$ cat config.mk
export PLATFORM = sky130hd
export DESIGN_NAME = regfile_access_ctrl
export DESIGN_NICKNAME = d
export VERILOG_FILES = /design/src/rtl/regfile_access_ctrl.sv
export SDC_FILE = /design/constraint.sdc
export NUM_CORES = 1
export LEC_CHECK = 0
export ABC_CLOCK_PERIOD_IN_PS = 4500
export CORE_ASPECT_RATIO = 1.2
export CORE_MARGIN = 3
export CORE_UTILIZATION = 45
export CTS_CLUSTER_DIAMETER = 40
export DETAILED_ROUTE_END_ITERATION = 10
export MAX_ROUTING_LAYER = met4
export PLACE_DENSITY = 0.81
export SLEW_MARGIN = 20
export SYNTH_ARGS = -nofsm -noshare
export SYNTH_HDL_FRONTEND = slang
export SYNTH_SLANG_ARGS = --single-unit
$ cat constraint.sdc
create_clock -name clk -period 4.5 [get_ports clk]
set_input_delay 0.675 -clock clk [delete_from_list [all_inputs] [get_ports clk]]
set_output_delay 0.675 -clock clk [all_outputs]
set_load 0.02 [all_outputs]
$ cat src/rtl/regfile_access_ctrl.sv
// Initiator-side sequencer for the 16x16 register file: operand fetch and writeback over valid/ready.
// Optional build macro RF_R0_ZERO_EN: R0 reads as zero and a plain WRITE to R0 needs no RF cycle.
module regfile_access_ctrl #(
    parameter int DATA_W = 16,
    parameter int ADDR_W = 4
) (
    input  logic              clk,
    input  logic              rst,
    input  logic              req_valid,
    output logic              req_ready,
    input  logic [1:0]        req_op,
    input  logic [ADDR_W-1:0] req_src1,
    input  logic [ADDR_W-1:0] req_src2,
    input  logic [ADDR_W-1:0] req_dst,
    input  logic [DATA_W-1:0] req_data,
    input  logic [DATA_W-1:0] req_data_r15,
    output logic              rsp_valid,
    input  logic              rsp_ready,
    output logic [DATA_W-1:0] rsp_op1,
    output logic [DATA_W-1:0] rsp_op2,
    output logic [DATA_W-1:0] rsp_r15,
    output logic              wr_done,
    output logic              rf_read_write_enable,
    output logic [ADDR_W-1:0] rf_register_1,
    output logic [ADDR_W-1:0] rf_register_2,
    output logic [ADDR_W-1:0] rf_write_reg,
    output logic [DATA_W-1:0] rf_write_data,
    output logic [DATA_W-1:0] rf_write_reg_15,
    input  logic [DATA_W-1:0] rf_read_reg_1,
    input  logic [DATA_W-1:0] rf_read_reg_2,
    input  logic [DATA_W-1:0] rf_read_reg_15
);
    typedef enum logic [2:0] {
        ST_IDLE,
        ST_RD_SETUP,
        ST_RD_CAP,
        ST_RSP,
        ST_WR_R15RD,
        ST_WR_DRIVE
    } state_t;

    localparam logic [1:0] OP_READ      = 2'b00;
    localparam logic [1:0] OP_WRITE     = 2'b01;
    localparam logic [1:0] OP_WRITE_R15 = 2'b10;
    localparam logic [1:0] OP_READ_R15  = 2'b11;
    localparam logic [ADDR_W-1:0] R15_IDX = ADDR_W'(15);

    state_t            state_reg;
    logic [ADDR_W-1:0] dst_reg;
    logic [DATA_W-1:0] data_reg;
    logic              rsp_valid_reg;
    logic              wr_done_reg;
    logic              rwe_reg;
    logic [ADDR_W-1:0] rd_addr1_reg;
    logic [ADDR_W-1:0] rd_addr2_reg;
    logic [ADDR_W-1:0] wr_addr_reg;
    logic [DATA_W-1:0] wr_data_reg;
    logic [DATA_W-1:0] wr_r15_reg;
    logic [DATA_W-1:0] op1_reg;
    logic [DATA_W-1:0] op2_reg;
    logic [DATA_W-1:0] r15_reg;
    logic              accept;

    assign req_ready = (state_reg == ST_IDLE) && !rst;
    assign accept    = req_valid && req_ready;

    always_ff @(posedge clk or posedge rst) begin
        if (rst) begin
            state_reg     <= ST_IDLE;
            dst_reg       <= '0;
            data_reg      <= '0;
            rsp_valid_reg <= 1'b0;
            wr_done_reg   <= 1'b0;
            rwe_reg       <= 1'b1;
            rd_addr1_reg  <= '0;
            rd_addr2_reg  <= '0;
            wr_addr_reg   <= '0;
            wr_data_reg   <= '0;
            wr_r15_reg    <= '0;
            op1_reg       <= '0;
            op2_reg       <= '0;
            r15_reg       <= '0;
        end else begin
            wr_done_reg <= 1'b0;
            case (state_reg)
                ST_IDLE: begin
                    if (accept) begin
                        dst_reg  <= req_dst;
                        data_reg <= req_data;
                        case (req_op)
                            OP_READ, OP_READ_R15: begin
                                rd_addr1_reg <= req_src1;
                                rd_addr2_reg <= req_src2;
                                state_reg    <= ST_RD_SETUP;
                            end
                            OP_WRITE: begin
`ifdef RF_R0_ZERO_EN
                                // R0 is invisible to readers, so the write is acknowledged without touching the RF
                                if (req_dst == '0) begin
                                    wr_done_reg <= 1'b1;
                                end else begin
                                    state_reg <= ST_WR_R15RD;
                                end
`else
                                state_reg <= ST_WR_R15RD;
`endif
                            end
                            OP_WRITE_R15: begin
                                wr_addr_reg <= req_dst;
                                wr_data_reg <= req_data;
                                wr_r15_reg  <= req_data_r15;
                                rwe_reg     <= 1'b0;
                                state_reg   <= ST_WR_DRIVE;
`ifdef RF_R0_ZERO_EN
                                // read port 1 idles on R0, so R0 is rewritten with its own value
                                if (req_dst == '0) begin
                                    wr_addr_reg <= '0;
                                    wr_data_reg <= rf_read_reg_1;
                                end
`endif
                            end
                            default: state_reg <= ST_IDLE;
                        endcase
                    end
                end
                ST_RD_SETUP: begin
                    state_reg <= ST_RD_CAP;
                end
                ST_RD_CAP: begin
`ifdef RF_R0_ZERO_EN
                    op1_reg <= (rd_addr1_reg == '0) ? '0 : rf_read_reg_1;
                    op2_reg <= (rd_addr2_reg == '0) ? '0 : rf_read_reg_2;
`else
                    op1_reg <= rf_read_reg_1;
                    op2_reg <= rf_read_reg_2;
`endif
                    r15_reg       <= rf_read_reg_15;
                    rsp_valid_reg <= 1'b1;
                    state_reg     <= ST_RSP;
                end
                ST_RSP: begin
                    if (rsp_ready) begin
                        rsp_valid_reg <= 1'b0;
                        state_reg     <= ST_IDLE;
`ifdef RF_R0_ZERO_EN
                        rd_addr1_reg  <= '0;
`endif
                    end
                end
                ST_WR_R15RD: begin
                    // the R15 port writes on every write cycle, so a plain WRITE re-drives the value just read
                    wr_addr_reg <= dst_reg;
                    wr_data_reg <= data_reg;
                    wr_r15_reg  <= (dst_reg == R15_IDX) ? data_reg : rf_read_reg_15;
                    rwe_reg     <= 1'b0;
                    state_reg   <= ST_WR_DRIVE;
                end
                ST_WR_DRIVE: begin
                    rwe_reg     <= 1'b1;
                    wr_done_reg <= 1'b1;
                    state_reg   <= ST_IDLE;
                end
                default: begin
                    rwe_reg   <= 1'b1;
                    state_reg <= ST_IDLE;
                end
            endcase
        end
    end

    assign rsp_valid            = rsp_valid_reg;
    assign rsp_op1              = op1_reg;
    assign rsp_op2              = op2_reg;
    assign rsp_r15              = r15_reg;
    assign wr_done              = wr_done_reg;
    assign rf_read_write_enable = rwe_reg;
    assign rf_register_1        = rd_addr1_reg;
    assign rf_register_2        = rd_addr2_reg;
    assign rf_write_reg         = wr_addr_reg;
    assign rf_write_data        = wr_data_reg;
    assign rf_write_reg_15      = wr_r15_reg;

endmodule

==> flow_metrics.env <==
export IMPL_skew_ns=0.009488
export IMPL_io_pins=194
export IMPL_grt_util_all_layers=0.2327
export IMPL_total_leakage_power_uw=0.003420
export IMPL_worstHoldStart="rf_register_1[2]"
export IMPL_cts_hold_buf=0
export IMPL_n_antenna_cell=0
export IMPL_fmax_mhz=354.5
export IMPL_totalWireLength_um=14380
export IMPL_cp_top_family="flip-flops"
export IMPL_netSwitchingPower_uw=1865
export IMPL_setup_tns_ns=0
export IMPL_h_tree_depth=4
export IMPL_yosysMostFrequentCell="dfrtp_1"
export IMPL_p_int_uw=3698
export IMPL_syn_num_nets=483
export IMPL_multi_input_area_um2=2180
export IMPL_clock_sinks=118
export IMPL_root_buffer="clkbuf_16"
export IMPL_drive_above_1_share=0.2738
export IMPL_initialDrtViolationCount=196
export IMPL_grt_ovfl_total=0
export IMPL_clkPwrFrac=0.249
export IMPL_final_util=0.7030
export IMPL_numCtsBuffers=17
export IMPL_cts_resized=0
export IMPL_post_cts_buffers=0
export IMPL_timing_final_hold_violations=0
export IMPL_postSynthAreaPerCell_um2=13.91
export IMPL_fp_dieW_um=105.3
export IMPL_placed_cells=699
export IMPL_path_clk_slew_ns=0.05
export IMPL_dpl_hpwl_um=10370
export IMPL_seq_area_frac_synth=0.5544
export IMPL_grt_max_degree=54
export IMPL_ys_top_cells_by_area="dfrtp_1 (55%), mux2_2 (22%), o211ai_1 (4.5%)"
export IMPL_vias=4000
export IMPL_period_share=0.6269
export IMPL_synthTopCellsByCount="dfrtp_1 (117), mux2_2 (103), o211ai_1 (32), clkbuf_1 (25), nand4b_1 (17)"
export IMPL_worstPathCellList="nor4_1 -> clkdlybuf4s50_1"
export IMPL_synth_largest_area_cell="dfrtp_1"
export IMPL_syn_inst=383
export IMPL_ys_flop_type="dfrtp_1"
export IMPL_finalWeightedCongestion=0.8712
export IMPL_cts_tree="built"
export IMPL_die_h_um=125.2
export IMPL_cp_data_required_time_ns=3.83
export IMPL_area_growth_pct=49.05
export IMPL_peakVddDrop_v=0.0005083
export IMPL_synth_area_um2=5329
export IMPL_setup_viol=0
export IMPL_p_per_area_nw_per_um2=700.4
export IMPL_p_comb_frac=0.400
export IMPL_worst_path_max_fanout=29
export IMPL_fin_cells=731
export IMPL_yosys_warnings=0
export IMPL_row_count=42
export IMPL_netlist_cell_type_count=34
export IMPL_crit_reg2reg_launch="state_reg[2]"
export IMPL_synth_edf_count=0
export IMPL_rsz0062_at_grt="false"
export IMPL_fillers=806
export IMPL_status="completed"
export IMPL_cp_start_kind="flip-flop"
export IMPL_crit_path_end_kind="primary output"
export IMPL_cap_violations=0
export IMPL_slowest_stage="dfrtp_1"
export IMPL_nets=664
export IMPL_vias_per_cell=5.472
export IMPL_hold_path_class="flip-flop to flip-flop"
export IMPL_grt_pass1_vias=4377
export IMPL_final_max_slew_viol_count=0
export IMPL_cp_slowest_stage_delay_ns=0.68
export IMPL_seq_area_um2=2954
export IMPL_async_reset_ff_frac=1.000
export IMPL_crit_arrival_ns=2.15
export IMPL_finalCriticalPeriod_ns=2.821
export IMPL_drt_first_pass_iters=4
export IMPL_ant_nets=0
export IMPL_cts_path_max_buffers=2
export IMPL_crit_type="flip-flop to primary output"
export IMPL_antenna_found_initial=0
export IMPL_worst_path_buf_inv=1
export IMPL_numPortBuffers=193
export IMPL_power_frac_seq=0.351
export IMPL_crit_start="state_reg[2]"
export IMPL_initial_core_util=0.4717
export IMPL_drc=0
export IMPL_clk_latency_ns=0.40
export IMPL_core_area_um2=11300
export IMPL_grt_pass1_wl_um=23250
export IMPL_synth_top_area_frac=0.5494
export IMPL_dieArea_um2=13190
export IMPL_slew_headroom=0.2818
export IMPL_switching_share=0.3353
export IMPL_avgRoutedWirePerCell_um=19.68
export IMPL_worst_slew_pin_transition_ns=1.077
export IMPL_ys_seq_elements=118
[metrics by stage]
stage	hold slack (ns)	setup WS, ns	power (µW)	area (µm²)
6_report	0.5001	1.679	5563	7943
5_1_grt	0.5224	1.507	5843	7943
4_1_cts	0.5045	1.699	5620	7943
3_5_place_dp	0.4939	1.646	4205	7321
3_3_place_gp	0.4887	1.704	4132	7321
2_1_floorplan	0.4986	0.6975	3109	5329
[cell type report]
| type | instances | area share |
|---|---|---|
| flip-flops and latches | 118 | 0.3719 |
| multi-input cells | 223 | 0.2744 |
| repair buffers | 198 | 0.2480 |
| clock buffers | 24 | 0.06317 |
| well taps | 154 | 0.02426 |
| clock inverters | 8 | 0.01512 |
| inverters | 6 | 0.003151 |
[final timing paths]
kind	depth (start not counted)	endpoint	slack, ns
setup / recovery	2	req_ready	1.68
min in group asynchronous	2	rf_register_2[2]	0.82
hold reg to reg	1	rf_register_1[2]	0.50
max in group asynchronous	3	rf_read_write_enable	2.73
setup reg to reg	3	rsp_r15[5]	2.09
hold / removal	1	rf_register_1[2]	0.50
[cell usage in the layout, fill, tap and decap left out, drive strengths merged, types with 3 or more instances in the layout]
cell type      synthesis  layout
clkdlybuf4s50          0     193
dfrtp                117     117
mux2                 116     116
o211ai                32      32
clkbuf                25      24
nand4b                17      17
a41o                  16      16
nand3                 16      16
inv                    6       6
buf                   11       5
bufinv                 0       3
clkinv                 0       3
[layer usage]
metal  GRT usage  part of all wire  wire length [µm]
met5           -                 0                 0
met2      0.3814              0.51              7398
met4     0.07876             0.023               331
met3     0.07938             0.076              1100
met1      0.2667              0.39              5553
[power by group through the flow]
stage	combinational [µW]	sequential, µW	clock, µW
2_1_floorplan	850	2260	0
3_5_place_dp	2240	1960	0
4_1_cts	2250	1960	1410
3_3_place_gp	2200	1940	0
5_1_grt	2360	2020	1460
6_report	2220	1950	1390
[kinds of logic after synthesis]
kind of cell    after synthesis  share of synthesized area
flops                       118                     0.5544
fa+ha+maj                     2                   0.004695
simple gates                 51                    0.06622
mux                         116                     0.2543
buf+inv                      42                    0.03757
compound gates               54                    0.08288
(Power assumes the default switching activity.)
